===== src/rtl/pipe_stage_skid_if.sv =====
// Handshake bundle for one pipe_stage_skid instance: upstream (in_*) and downstream (out_*) sides.
// The stage itself binds to the slave modport; the environment driving it uses master.
interface pipe_stage_skid_if #(
  parameter int unsigned CTRL_W = 4,
  parameter int unsigned DATA_W = 52
);
  logic              in_valid;
  logic              in_ready;
  logic [CTRL_W-1:0] in_ctrl;
  logic [DATA_W-1:0] in_data;
  logic              out_valid;
  logic              out_ready;
  logic [CTRL_W-1:0] out_ctrl;
  logic [DATA_W-1:0] out_data;

  modport slave (
    input  in_valid, in_ctrl, in_data, out_ready,
    output in_ready, out_valid, out_ctrl, out_data
  );

  modport master (
    output in_valid, in_ctrl, in_data, out_ready,
    input  in_ready, out_valid, out_ctrl, out_data
  );
endinterface


===== src/rtl/pipe_stage_skid.sv =====
// Pipeline stage register with a 2-entry skid buffer, synchronous flush and a saturating stall counter.
// in_ready depends only on registered state, so no combinational path runs from out_ready to in_ready.
module pipe_stage_skid #(
  parameter int unsigned CTRL_W = 4,
  parameter int unsigned DATA_W = 52,
  parameter int unsigned CNT_W  = 8
) (
  input  logic             clk,
  input  logic             rst,
  pipe_stage_skid_if.slave bus,
  input  logic             flush,
  output logic [CNT_W-1:0] stall_cnt
);

  localparam logic [1:0] S_EMPTY = 2'b00;
  localparam logic [1:0] S_ONE   = 2'b01;
  localparam logic [1:0] S_FULL  = 2'b11;

  logic              main_v;
  logic [CTRL_W-1:0] main_ctrl;
  logic [DATA_W-1:0] main_data;
  logic              skid_v;
  logic [CTRL_W-1:0] skid_ctrl;
  logic [DATA_W-1:0] skid_data;

  logic [1:0] state;
  logic       accept;
  logic       drain;

  assign state         = {skid_v, main_v};
  assign bus.in_ready  = rst & ~skid_v;
  assign bus.out_valid = main_v;
  assign bus.out_ctrl  = main_v ? main_ctrl : '0;
  assign bus.out_data  = main_data;

  assign accept = bus.in_valid & bus.in_ready;
  assign drain  = main_v & bus.out_ready;

  always_ff @(posedge clk) begin
    if (!rst) begin
      main_v    <= 1'b0;
      main_ctrl <= '0;
      main_data <= '0;
      skid_v    <= 1'b0;
      skid_ctrl <= '0;
      skid_data <= '0;
      stall_cnt <= '0;
    end else begin
      if (main_v && !bus.out_ready && (stall_cnt != '1))
        stall_cnt <= stall_cnt + CNT_W'(1);

      // Flush only drops the valid bits; data registers keep their contents.
      if (flush) begin
        main_v <= 1'b0;
        skid_v <= 1'b0;
      end else begin
        case (state)
          S_EMPTY: begin
            if (accept) begin
              main_v    <= 1'b1;
              main_ctrl <= bus.in_ctrl;
              main_data <= bus.in_data;
            end
          end
          S_ONE: begin
            if (accept && drain) begin
              main_ctrl <= bus.in_ctrl;
              main_data <= bus.in_data;
            end else if (accept) begin
              skid_v    <= 1'b1;
              skid_ctrl <= bus.in_ctrl;
              skid_data <= bus.in_data;
            end else if (drain) begin
              main_v <= 1'b0;
            end
          end
          S_FULL: begin
            if (drain) begin
              skid_v    <= 1'b0;
              main_ctrl <= skid_ctrl;
              main_data <= skid_data;
            end
          end
          default: begin
            main_v <= 1'b0;
            skid_v <= 1'b0;
          end
        endcase
      end
    end
  end

endmodule


===== src/flat_wrapper.sv =====
// flat-port wrapper written by rule: the top's interface ports become plain ports
module pipe_stage_skid_flat 
#(
  parameter int unsigned CTRL_W = 4,
  parameter int unsigned DATA_W = 52,
  parameter int unsigned CNT_W  = 8
)
  (clk, rst, flush, stall_cnt, bus_in_valid, bus_in_ctrl, bus_in_data, bus_out_ready, bus_in_ready, bus_out_valid, bus_out_ctrl, bus_out_data);
  pipe_stage_skid_if #(.CTRL_W(CTRL_W), .DATA_W(DATA_W)) bus_i ();
  input  logic clk;
  input  logic rst;
  input  logic flush;
  output logic [CNT_W-1:0] stall_cnt;
  input wire logic [$bits(bus_i.in_valid)-1:0] bus_in_valid;
  input wire logic [$bits(bus_i.in_ctrl)-1:0] bus_in_ctrl;
  input wire logic [$bits(bus_i.in_data)-1:0] bus_in_data;
  input wire logic [$bits(bus_i.out_ready)-1:0] bus_out_ready;
  output wire logic [$bits(bus_i.in_ready)-1:0] bus_in_ready;
  output wire logic [$bits(bus_i.out_valid)-1:0] bus_out_valid;
  output wire logic [$bits(bus_i.out_ctrl)-1:0] bus_out_ctrl;
  output wire logic [$bits(bus_i.out_data)-1:0] bus_out_data;
  assign bus_i.in_valid = bus_in_valid;
  assign bus_i.in_ctrl = bus_in_ctrl;
  assign bus_i.in_data = bus_in_data;
  assign bus_i.out_ready = bus_out_ready;
  assign bus_in_ready = bus_i.in_ready;
  assign bus_out_valid = bus_i.out_valid;
  assign bus_out_ctrl = bus_i.out_ctrl;
  assign bus_out_data = bus_i.out_data;
  pipe_stage_skid #(.CTRL_W(CTRL_W), .DATA_W(DATA_W), .CNT_W(CNT_W)) u_core (.clk(clk), .rst(rst), .bus(bus_i), .flush(flush), .stall_cnt(stall_cnt));
endmodule

===== config.mk =====
export PLATFORM = sky130hd
export DESIGN_NAME = pipe_stage_skid_flat
export DESIGN_NICKNAME = d
export VERILOG_FILES = /design/src/rtl/pipe_stage_skid_if.sv /design/src/rtl/pipe_stage_skid.sv /design/src/flat_wrapper.sv
export SDC_FILE = /design/constraint.sdc
export NUM_CORES = 1
export LEC_CHECK = 0
export ABC_CLOCK_PERIOD_IN_PS = 1900
export CAP_MARGIN = 20
export CELL_PAD_IN_SITES_DETAIL_PLACEMENT = 0
export CELL_PAD_IN_SITES_GLOBAL_PLACEMENT = 2
export CORE_MARGIN = 10
export CORE_UTILIZATION = 30
export CTS_CLUSTER_DIAMETER = 50
export DETAILED_ROUTE_END_ITERATION = 16
export PLACE_DENSITY = 0.91
export SYNTH_ARGS = -nofsm -noshare
export SYNTH_HDL_FRONTEND = slang
export SYNTH_SLANG_ARGS = --single-unit

===== constraint.sdc =====
create_clock -name clk -period 1.9 [get_ports clk]
set_input_delay 0.38 -clock clk [delete_from_list [all_inputs] [get_ports clk]]
set_output_delay 0.38 -clock clk [all_outputs]
set_load 0.02 [all_outputs]

### Word-level counts from Yosys, hierarchy flattened

Index checks and enable logic that the tools add are counted.

* mux-type cells: 16
* equality and inequality tests: 10
* add/subtract/negate cells: 1
* reduce and logical (&&, ||, !) cells: 11
* bitwise logic cells: 9

Operators by type and width (number)
* $mux 52: 3
* $pmux 52 s3: 1
* $mux 4: 4
* $pmux 4 s3: 1
* $ne 2x1->1 const B: 5
* $reduce_and 5->1: 2
* $add 8x1->8 const B: 1
* $ne 8x8->1 const B: 1
* $reduce_and 4->1: 2
* $not 1->1: 6
* $pmux 1 s3: 2
* $mux 1: 5
* $ne 2x2->1 const B: 2
* $and 1x1->1: 3
* $logic_and 1x1->1: 3
* $reduce_bool 3->1: 1
* $eq 2x1->1 const B: 1
* $eq 2x2->1 const B: 1
* $logic_not 2->1: 1
* $reduce_or 2->1: 1
* $logic_not 1->1: 1

* output and inout bits: 66
* logic and storage cells: 54
* bits in registers: 122

### Logic depth before layout (Yosys ltp)

* word-level depth: 6
* depth in mapped cells: 6
* mapped depth without buffers: 4

### Worst setup path before layout

Ideal clock, no wire load.

* kind: register -> register
* start: register u_core.stall_cnt[0]
* end: register u_core.stall_cnt[6]
* slack: 0.264 ns
* data arrival time: 1.519 ns
* setup time: 0.116 ns
* clock period less this slack: 1.636 ns
* path buffers: 0
* cell stages (with the launch flop): 5
* cells stage by stage: dfxtp_1 > ha_1 > nand4b_2 > or4b_1 > o211a_1

* word-level cells in the longest chain between the ends: 2
* elaborated cells on any way between the ends: 3

RTL lines
* start: declaration: line pipe_stage_skid.sv:12 `output logic [CNT_W-1:0] stall_cnt`
* start signal: assignment: line pipe_stage_skid.sv:50 `stall_cnt <= stall_cnt + CNT_W'(1);`
* branches (longest 2 deep; another with $add 8x1->8)

Parallel ways; which one is timed is not known.
A chain may end at the register's enable or synchronous reset.

### Worst setup path after layout

* start: register u_core.stall_cnt[0]
* end: output port stall_cnt[0]

RTL lines
* end: declaration: line flat_wrapper.sv:13 `output logic [CNT_W-1:0] stall_cnt;`

No word-level cell between the ends.

==> key figures <==
Routing
  • Vias per inst: 4.98
  • DR top layer: met4
  • Post-route ant nets: 0
  • Routed wl met3: 824 um
  • Drt pass-1 iters: 4
  • Via count: 5322
  • Initial drt markers: 277
  • Wl on met1: 8.04 mm
  • Metal2 WL: approximately 8.3 mm
  • Final WL: 17.3 mm
  • DRC: 0
  • Wire length per cell: 16.2 um

Power and ir drop
  • Net Switching: 1670 uW
  • P per Cell Area: 835 nW/um^2
  • Switching Share: about 25%
  • Peak VDD IR: 0.593 mV
  • Leakage power: 0.00331 uW
  • Clk pwr share: 50.9%
  • Int Power: 5000 uW
  • Share of power burned in registers: 39.5%
  • Combinational Power Share: 9.6%

STA
  • Fin Setup TNS: 0 ps
  • Period utilization: between 90% and 100%
  • RSZ-0062 raised after global routing: no
  • Worst-margin pin slew: around 720 ps
  • Fin. Hold Viols: 0
  • Minimum clock period: roughly 1800 ps
  • Max Slew Vio Count: 0
  • Slew headroom: 52.1%
  • Setup violators final: 0
  • Fmax: 548 MHz
  • Worst Clk Skew: 16.6 ps

Clock tree
  • Clk sinks: between 100 and 150
  • Setup Buffers After CTS: 0
  • Latest clock arrival within the worst-skew pair: 430 ps
  • Clk pin slew, worst setup/hold paths: 60 ps
  • CTS buffer count: 17
  • Htree depth: 4
  • Root Driver: clkbuf_16
  • Cts hold-fix bufs: 0
  • CTS tree: built
  • Max Buffers Root-to-Sink: 2

Die
  • Die H: 159 um
  • FP Rows: 50
  • Starting Density: 30.8%
  • Total die area: 25400 sq um
  • Die width: 159 um
  • # IOs: 127
  • Core area: approximately 19000 sq um

Logic synthesis
  • EDFF count, synth: 0
  • Synthesized flop and latch total: 122
  • Synth warnings: 0
  • Post-synthesis async set-or-reset flop share: 0%
  • Post-synthesis cell count: 703
  • Most common cell in the netlist: dfxtp_1
  • Register area share after synthesis: a little over two fifths
  • Syn_nets: between 700 and 800
  • Cell area after synthesis: 5820 sq um
  • Top post-synthesis cells by area: dfxtp_1 (42%), mux2i_1 (10%), a21boi_0 (7.4%), and3_1 (6.1%), o21ai_0 (5.9%)
  • Top-area cell type share of the netlist area: 42.0%
  • Cell accounting for the most synthesized area: dfxtp_1
  • Unique masters post-synth: 38
  • Syn Area/Cell: 8.28 sq um
  • Ys flop type: dfxtp_1
  • Synth cell count leaders: dfxtp_1 (122), o21ai_0 (69), nand2_1 (64), a21oi_1 (60), mux2i_1 (59)

Cells and area
  • Fin util: 42.3%
  • N_diodes: 0
  • Area grow syn2layout: 37.1%
  • Fin area: roughly 8000 sq um
  • Layout cells sized above 1: 8.04%
  • Final cell count without fillers: 1068
  • Post-layout net count: roughly 860

Placement
  • Port-buffer cells: 126
  • RD Place Congestion: 0.710
  • Hpwl dp: 10.8 mm
  • Area of placed instances: 7370 sq um
  • Dpl cells: 1036

Worst setup path
  • Critical R2R Capture: u_core.bus.out_data[39]
  • Worst Path Class, Setup: reg2out
  • FF-to-FF setup slack: 260 ps
  • Worst flop-to-flop path startpoint: u_core.bus.out_valid
  • Critical-path cell list: clkdlybuf4s50_1
  • Startpoint types: flop
  • Crit Path Max Fanout: 5
  • Reg2reg path depth: 5
  • Largest delay contributor family on the critical path: buffers and inverters
  • Crit-path max cell delay: 630 ps
  • CP required: ~1500 ps
  • CP arrival: 1440 ps
  • Setup crit end kind: primary output
  • WP buf/inv: 1
  • Crit-path slowest cell: clkdlybuf4s50_1

Global route
  • Number of global-route vias before repair: 5291
  • First-pass GRT wire length: 28.6 mm
  • Pin count of the biggest net entering global routing: 65
  • All-Layer GR Usage: 13.5%
  • Gr ovfl total: 0
  • Initial antenna violation count: 0

Hold path
  • Hold Crit Depth: 2
  • Hold Path Sink: u_core.bus.out_data[41]
  • Hold_sp: u_core.bus.out_data[41]
  • Hold Path Class: reg2reg

Status
  • Status: completed

Job
  • Max-cap check violation count: 0
kinds of logic (layout without fill, tap and decap cells):
family,Yosys count,after routing,share of synthesized area (%)
compound gates,237,237,23.3
simple gates,205,205,18.4
flops,122,122,42.0
buf+inv,79,184,6.02
mux,59,59,10.1
fa+ha+maj,1,1,0.215
sequential cells by signal (all words and copies together), names as in the netlist:
name / count
u_core.bus.out_data: 52
u_core.bus.out_valid: 1
u_core.main_ctrl: 4
u_core.skid_ctrl: 4
u_core.skid_data: 52
u_core.skid_v: 1
u_core.stall_cnt: 8
stage by stage:
stage	power, uW	hold WS [ps]	setup slack [ps]
finish	6670	456	75.7
global route	6930	482	11.0
CTS	6780	461	3.65
detailed placement	3340	451	3.26
global placement	3350	445	16.4
floorplan	3010	434	264
metal layers:
layer / GRT usage [%] / vias to the layer above
li1: - / 2694
met1: 16.7 / 2526
met2: 22.0 / 96
met3: 4.34 / 6
met4: 4.17 / 0
met5: 0 / -
power by group through the flow:
stage          registers, uW  logic, uW  clock network, uW
6_report                2630        642               3390
5_1_grt                 2640        700               3590
4_1_cts                 2630        654               3490
3_5_place_dp            2690        653                  0
3_3_place_gp            2690        655                  0
2_1_floorplan           2740        274                  0
final cells by class:
class,count,area (sq um)
well taps,260,325
fillers,1978,10900
clock buffers,17,425
multi-input cells,502,3050
inverters,3,11.3
flip-flops and latches,122,2450
repair buffers,149,1530
clock inverters,15,190
cell usage in the layout, fill, tap and decap left out, types with 4 or more instances in the layout:
cell,instances
a21oi_1,60
o21ai_0,69
buf_12,8
and3_1,57
mux2i_1,59
clkdlybuf4s50_1,114
dlygate4sd2_1,8
clkinvlp_4,4
nand2_1,64
inv_6,4
a21boi_0,57
nand3_1,58
and2_1,4
clkbuf_16,17
dfxtp_1,120
clkinv_4,4
o21ai_1,43
nor2_1,4
buf_4,16
how the worst max path moves through the flow:
stage | startpoint | end | slack (ps) | cells past startpoint
finish | u_core.stall_cnt[0] | stall_cnt[0] | 80 | 1
CTS | u_core.bus.out_valid | bus_out_valid | 4 | 1
detailed placement | bus_out_ready | u_core.bus.out_data[51] | 3 | 5
global placement | bus_out_ready | u_core.stall_cnt[6] | 20 | 4
global route | u_core.stall_cnt[0] | stall_cnt[0] | 10 | 1
floorplan | u_core.stall_cnt[0] | u_core.stall_cnt[6] | 260 | 4
repair_timing:
item | CTS | global route
gates resized for setup | 8 | 3
setup endpoints to repair | 8 | 3
gates cloned | 0 | 0
Note: power is estimated with default switching activity, not from simulation.
